[config.mk]
export PLATFORM = sky130hd
export DESIGN_NAME = cdb_arbiter
export DESIGN_NICKNAME = d
export VERILOG_FILES = /design/src/rtl/cdb_arbiter.sv
export SDC_FILE = /design/constraint.sdc
export NUM_CORES = 1
export LEC_CHECK = 0
export ABC_AREA = 1
export BUFFER_PORTS_ARGS = -buffer_cell sky130_fd_sc_hd__buf_2
export CORE_ASPECT_RATIO = 1.5
export CORE_MARGIN = 4
export CORE_UTILIZATION = 32
export CTS_BUF_LIST = sky130_fd_sc_hd__clkbuf_2
export DETAILED_ROUTE_END_ITERATION = 8
export PLACE_DENSITY_LB_ADDON = 0.12
export SYNTH_ARGS = -nofsm -noshare
export SYNTH_HDL_FRONTEND = slang
export SYNTH_SLANG_ARGS = --single-unit
export TNS_END_PERCENT = 30
[constraint.sdc]
create_clock -name clk -period 2.6 [get_ports clk]
set_input_delay 0 -clock clk [delete_from_list [all_inputs] [get_ports clk]]
set_output_delay 0 -clock clk [all_outputs]
set_load 0.01 [all_outputs]
[src/rtl/cdb_arbiter.sv]
// Common data bus arbiter: ALU and LSU results are queued in per-source FIFOs and
// broadcast one per cycle on a registered CDB under round-robin arbitration.
module cdb_arbiter #(
    parameter int DATA_W     = 32,
    parameter int ROB_ID_W   = 4,
    parameter int FIFO_DEPTH = 4
) (
    input  logic                clk,
    input  logic                rst_n,
    input  logic                rdy,
    input  logic                flush,
    input  logic                alu_valid,
    input  logic [ROB_ID_W-1:0] alu_rob_id,
    input  logic [DATA_W-1:0]   alu_result,
    output logic                alu_ready,
    input  logic                lsu_valid,
    input  logic [ROB_ID_W-1:0] lsu_rob_id,
    input  logic [DATA_W-1:0]   lsu_result,
    output logic                lsu_ready,
    output logic                cdb_valid,
    output logic [ROB_ID_W-1:0] cdb_rob_id,
    output logic [DATA_W-1:0]   cdb_result,
    output logic                cdb_src
);
    localparam int PTR_W = $clog2(FIFO_DEPTH);
    localparam int CNT_W = PTR_W + 1;
    localparam int ENT_W = ROB_ID_W + DATA_W;
    localparam logic [CNT_W-1:0] DEPTH_C = CNT_W'(FIFO_DEPTH);
    localparam logic [CNT_W-1:0] CNT_ONE = CNT_W'(1);
    localparam logic [PTR_W-1:0] PTR_ONE = PTR_W'(1);

    typedef enum logic {
        SRC_ALU = 1'b0,
        SRC_LSU = 1'b1
    } src_e;

    logic [ENT_W-1:0]    r_alu_mem [FIFO_DEPTH];
    logic [ENT_W-1:0]    r_lsu_mem [FIFO_DEPTH];
    logic [PTR_W-1:0]    r_alu_wr;
    logic [PTR_W-1:0]    r_alu_rd;
    logic [PTR_W-1:0]    r_lsu_wr;
    logic [PTR_W-1:0]    r_lsu_rd;
    logic [CNT_W-1:0]    r_alu_cnt;
    logic [CNT_W-1:0]    r_lsu_cnt;
    src_e                r_last;
    logic                r_cdb_valid;
    logic [ROB_ID_W-1:0] r_cdb_rob_id;
    logic [DATA_W-1:0]   r_cdb_result;
    src_e                r_cdb_src;

    logic                w_alu_ready;
    logic                w_lsu_ready;
    logic                w_alu_push;
    logic                w_lsu_push;
    logic                w_alu_pop;
    logic                w_lsu_pop;
    logic                w_alu_nempty;
    logic                w_lsu_nempty;
    logic                w_grant;
    src_e                w_gnt_src;
    logic [ENT_W-1:0]    w_head;

    always_comb begin
        w_alu_ready  = rdy && (r_alu_cnt < DEPTH_C);
        w_lsu_ready  = rdy && (r_lsu_cnt < DEPTH_C);
        w_alu_push   = alu_valid && w_alu_ready && !flush;
        w_lsu_push   = lsu_valid && w_lsu_ready && !flush;
        w_alu_nempty = (r_alu_cnt != '0);
        w_lsu_nempty = (r_lsu_cnt != '0);

        // Arbitration uses pre-edge counts, so a result never bypasses its FIFO.
        w_gnt_src = SRC_ALU;
        if (w_alu_nempty && w_lsu_nempty) begin
            w_gnt_src = (r_last == SRC_ALU) ? SRC_LSU : SRC_ALU;
        end else if (w_lsu_nempty) begin
            w_gnt_src = SRC_LSU;
        end
        w_grant   = rdy && !flush && (w_alu_nempty || w_lsu_nempty);
        w_alu_pop = w_grant && (w_gnt_src == SRC_ALU);
        w_lsu_pop = w_grant && (w_gnt_src == SRC_LSU);
        w_head    = (w_gnt_src == SRC_LSU) ? r_lsu_mem[r_lsu_rd] : r_alu_mem[r_alu_rd];
    end

    always_ff @(posedge clk) begin
        if (w_alu_push) begin
            r_alu_mem[r_alu_wr] <= {alu_rob_id, alu_result};
        end
        if (w_lsu_push) begin
            r_lsu_mem[r_lsu_wr] <= {lsu_rob_id, lsu_result};
        end
    end

    always_ff @(posedge clk or negedge rst_n) begin
        if (!rst_n) begin
            r_alu_cnt <= '0;
            r_alu_wr  <= '0;
            r_alu_rd  <= '0;
        end else if (rdy) begin
            if (flush) begin
                r_alu_cnt <= '0;
                r_alu_wr  <= '0;
                r_alu_rd  <= '0;
            end else begin
                if (w_alu_push) r_alu_wr <= r_alu_wr + PTR_ONE;
                if (w_alu_pop)  r_alu_rd <= r_alu_rd + PTR_ONE;
                if (w_alu_push && !w_alu_pop) begin
                    r_alu_cnt <= r_alu_cnt + CNT_ONE;
                end else if (!w_alu_push && w_alu_pop) begin
                    r_alu_cnt <= r_alu_cnt - CNT_ONE;
                end
            end
        end
    end

    always_ff @(posedge clk or negedge rst_n) begin
        if (!rst_n) begin
            r_lsu_cnt <= '0;
            r_lsu_wr  <= '0;
            r_lsu_rd  <= '0;
        end else if (rdy) begin
            if (flush) begin
                r_lsu_cnt <= '0;
                r_lsu_wr  <= '0;
                r_lsu_rd  <= '0;
            end else begin
                if (w_lsu_push) r_lsu_wr <= r_lsu_wr + PTR_ONE;
                if (w_lsu_pop)  r_lsu_rd <= r_lsu_rd + PTR_ONE;
                if (w_lsu_push && !w_lsu_pop) begin
                    r_lsu_cnt <= r_lsu_cnt + CNT_ONE;
                end else if (!w_lsu_push && w_lsu_pop) begin
                    r_lsu_cnt <= r_lsu_cnt - CNT_ONE;
                end
            end
        end
    end

    // Idle cycles only clear cdb_valid; tag, value and source keep their last broadcast.
    always_ff @(posedge clk or negedge rst_n) begin
        if (!rst_n) begin
            r_cdb_valid  <= 1'b0;
            r_cdb_rob_id <= '0;
            r_cdb_result <= '0;
            r_cdb_src    <= SRC_ALU;
            r_last       <= SRC_LSU;
        end else if (rdy) begin
            if (flush) begin
                r_cdb_valid <= 1'b0;
                r_last      <= SRC_LSU;
            end else if (w_grant) begin
                r_cdb_valid  <= 1'b1;
                r_cdb_rob_id <= w_head[ENT_W-1:DATA_W];
                r_cdb_result <= w_head[DATA_W-1:0];
                r_cdb_src    <= w_gnt_src;
                r_last       <= w_gnt_src;
            end else begin
                r_cdb_valid <= 1'b0;
            end
        end
    end

    always_comb begin
        alu_ready  = w_alu_ready;
        lsu_ready  = w_lsu_ready;
        cdb_valid  = r_cdb_valid;
        cdb_rob_id = r_cdb_rob_id;
        cdb_result = r_cdb_result;
        cdb_src    = r_cdb_src;
    end

endmodule
==> impl_metrics.py <==
metrics = {
    "cells_and_area": {
        "regArea_sq_mm": 0.00998,
        "nFillCells": 3926,
        "syn_to_final_growth_pct": 28.0,
        "post-route-util": 0.417,
        "fin_nets": 1462,
        "multi_input_area_sq_mm": 0.00293,
        "drive_above_1_share": 0.205,
        "fin_area_sq_mm": 0.0169,
    },
    "placed_design": {
        "place_area_sq_mm": 0.0146,
        "gp_congestion": 0.791,
        "hpwl_um": 21000,
        "dp_slack_ps": 526,
        "port_buffers": 117,
    },
    "sta": {
        "min_period_ps": 2360,
        "fin_ws_ps": 237,
        "hold_viol_final": 0,
        "fin_worst_skew_ps": 62.2,
        "hold_ws_ps": 173,
        "drv_slew": 0,
        "fmax_ghz": 0.423,
        "rsz0062_at_grt": "no",
        "max-slew-margin-rel": 0.497,
        "fin_crit_sh": 0.909,
        "setup_viol_count_final": 0,
        "worst_pin_slew_ps": 755,
    },
    "yosys": {
        "ys_seq_area_frac": 0.755,
        "syn_area_per_cell_sq_um": 12.7,
        "ys.flop_type": "edfxtp_1",
        "synth-edff-count": 288,
        "netlist_instances": 1045,
        "synth_nets": 1133,
        "synth-xor-area-share": 0.00133,
        "synth.yosys.warnings": 0,
        "ys_ff_latch": 341,
        "synthMuxAreaShare": 0,
        "yosys.area.top_type": "edfxtp_1",
        "yosys.area_share.simple": 0.111,
        "synthesis.area_sq_mm": 0.0132,
        "synth_top_area_share": 0.654,
        "synth_top_family_by_area": "simple AND/OR/NAND/NOR gates",
        "synth.most_common_cell": "edfxtp_1",
        "ys_top_cells_by_area": "edfxtp_1 65%, dfrtp_1 9.8%, o21ai_0 5.5%",
        "synth_commonest_cells": "288 x edfxtp_1, 177 x nand2_1, 145 x o21ai_0",
        "synthArstFlopShare": 0.155,
        "synth_cell_type_count": 25,
        "synthAdderAreaFrac": 0.0106,
        "synth_compound_area_frac": 0.0938,
    },
    "min_path": {
        "hold_path.class": "in -> async",
    },
    "clock_network": {
        "clock-sinks": 341,
        "cts_tree": "done",
        "clkLatencyLatePin_ps": 970,
        "path_clk_slew_ps": 120,
        "cts-htree-levels": 3,
        "cts_buffer_depth": 3,
        "post_cts_resized": 0,
        "root_buffer": "clkbuf_2",
        "cts_buffers": 82,
    },
    "floorplanning": {
        "die_h_um": 257,
        "core_sq_mm": 0.0405,
        "num_io_pins": 118,
        "rows": 90,
        "initial_core_util": 0.326,
        "die_w_um": 174,
        "die-area_sq_mm": 0.0447,
    },
    "worst_setup_path": {
        "crit_family": "buffers and inverters",
        "cp_cell_sequence": "dlygate4sd3_1 > buf_2 > dlygate4sd3_1 > inv_2 > nor2_2 > nand2_2 > dlygate4sd3_1 > nor2_2 > inv_2 > nor2_4 > buf_12",
        "critPathMaxFanout": 36,
        "critical_path.most_common_cell": "dlygate4sd3_1",
        "crit_path_start_kind": "input port",
        "cp-end-kind": "register",
        "path_buf_inv": 7,
        "critPathRequiredTime_ps": 3210,
        "crit_path_top_delay_cell": "dlygate4sd3_1",
        "worstSetupPathType": "in -> reg",
        "max_stage_delay_ps": 700,
        "critPathArrivalTime_ps": 2970,
    },
    "detailed_routing": {
        "drtAntennaViolNets": 0,
        "wl_per_cell_um": 17.8,
        "drc_errors": 0,
        "highest_layer": "met4",
        "via_per_inst": 4.66,
        "dr.pass1.iters": 5,
        "wl_met3_um": 1300,
        "drt_wl_total_um": 34600,
        "wl_met2_um": 17100,
        "drtIter0Drc": 478,
        "vias": 9073,
        "wl_met1_um": 14900,
    },
    "power": {
        "power_density_mw_per_mm2": 842,
        "peakVddDrop_uv": 312,
        "p_leak_uw": 0.00642,
    },
    "global_routing": {
        "grt_max_degree": 73,
        "grt_pass1_vias": 9451,
        "grt_overflow_total": 0,
        "antenna_found_initial": 1,
        "grt_use_total": 0.155,
        "grt_first_pass_wirelength_um": 53400,
    },
    "status": {
        "status": "completed",
    },
    "flow_run": {
        "drv_cap": 0,
    },
}
## cell type report
cell class / instances / share of cell area
Antenna cell: 1 / 0.000148
Sequential cell: 341 / 0.590
Timing Repair Buffer: 301 / 0.149
Clock buffer: 113 / 0.0334
Inverter: 37 / 0.00821
Multi-Input combinational cell: 611 / 0.173
Clock inverter: 37 / 0.00888
Tap cell: 506 / 0.0374
## worst reg2reg max path, delay by kind of cell (launching register included)
kind / cells / cell delay, ps
flops: 1 / 420
buf+inv: 3 / 970
simple gates: 4 / 510
## flip-flops by register name, summed over array words and instances (netlist names), 3 cells and up
name / cells
r_alu_mem: 144
cdb_rob_id: 4
r_alu_cnt: 3
r_lsu_cnt: 3
cdb_result: 32
r_lsu_mem: 144
## logic make-up (layout without fill, tap and decap cells)
kind of cell | count (synthesis) | count (layout)
DFF | 341 | 341
xor gates and xnor gates | 2 | 2
AOI/OAI and AO/OA | 231 | 231
and+or+nand+nor | 368 | 368
other | 0 | 1
adders and majority gates | 10 | 10
buffers and inverters | 93 | 488
## routing by layer
layer | up-vias | track usage
li1 | 4443 | -
met4 | 0 | 0.0755
met5 | - | 0
met1 | 4377 | 0.188
met3 | 55 | 0.0327
met2 | 198 | 0.262
## report_power, final
part	switching (uW)	total, uW	internal, uW
clock	2120	3310	1190
sequential	350	6790	6440
combinational	2710	4150	1440
## timing repair
action | 4_1_cts | 5_1_grt
hold endpoints to repair | 666 | 0
hold buffers | 157 | 0
setup buffers | 0 | 0
## path summary, 6_finish.rpt
| path | from | endpoint | slack, ps | depth (start not counted) |
|---|---|---|---|---|
| max | rdy | r_lsu_mem[2][4] | 240 | 11 |
| min | rst_n | r_last | 170 | 3 |
| max reg2reg | r_lsu_cnt[2] | r_lsu_mem[2][4] | 330 | 7 |
| min reg2reg | cdb_src | cdb_src | 500 | 2 |
| max in group asynchronous | rst_n | r_alu_rd[0] | 2140 | 4 |
| min in group clk | lsu_result[7] | r_lsu_mem[1][7] | 370 | 3 |
## metrics by stage
step	instances	power, uW	TNS, ps
floorplan	1045	9250	-80110
global placement	1639	10900	0
detailed placement	1639	11000	0
CTS	1946	14500	0
global route	1947	15300	0
finish	1947	14200	0
## cell usage in the layout, fill, tap and decap left out, types with 2 or more instances in the layout
cell	instances
nor2_2	4
nor2_4	8
clkinvlp_4	2
fa_1	2
nand2_1	177
clkbuf_2	113
ha_1	8
nor2_1	129
dfrtp_2	2
o21ai_0	145
edfxtp_1	288
o22ai_1	62
a21oi_1	22
buf_2	117
inv_1	28
clkinv_1	31
inv_2	10
dfrtp_1	50
nand3_1	43
xor2_1	2
buf_12	13
dlygate4sd3_1	156
nand2_2	3
buf_4	15
nand3_2	2
clkinv_2	3
No activity file was read; power rests on OpenSTA's default activity.
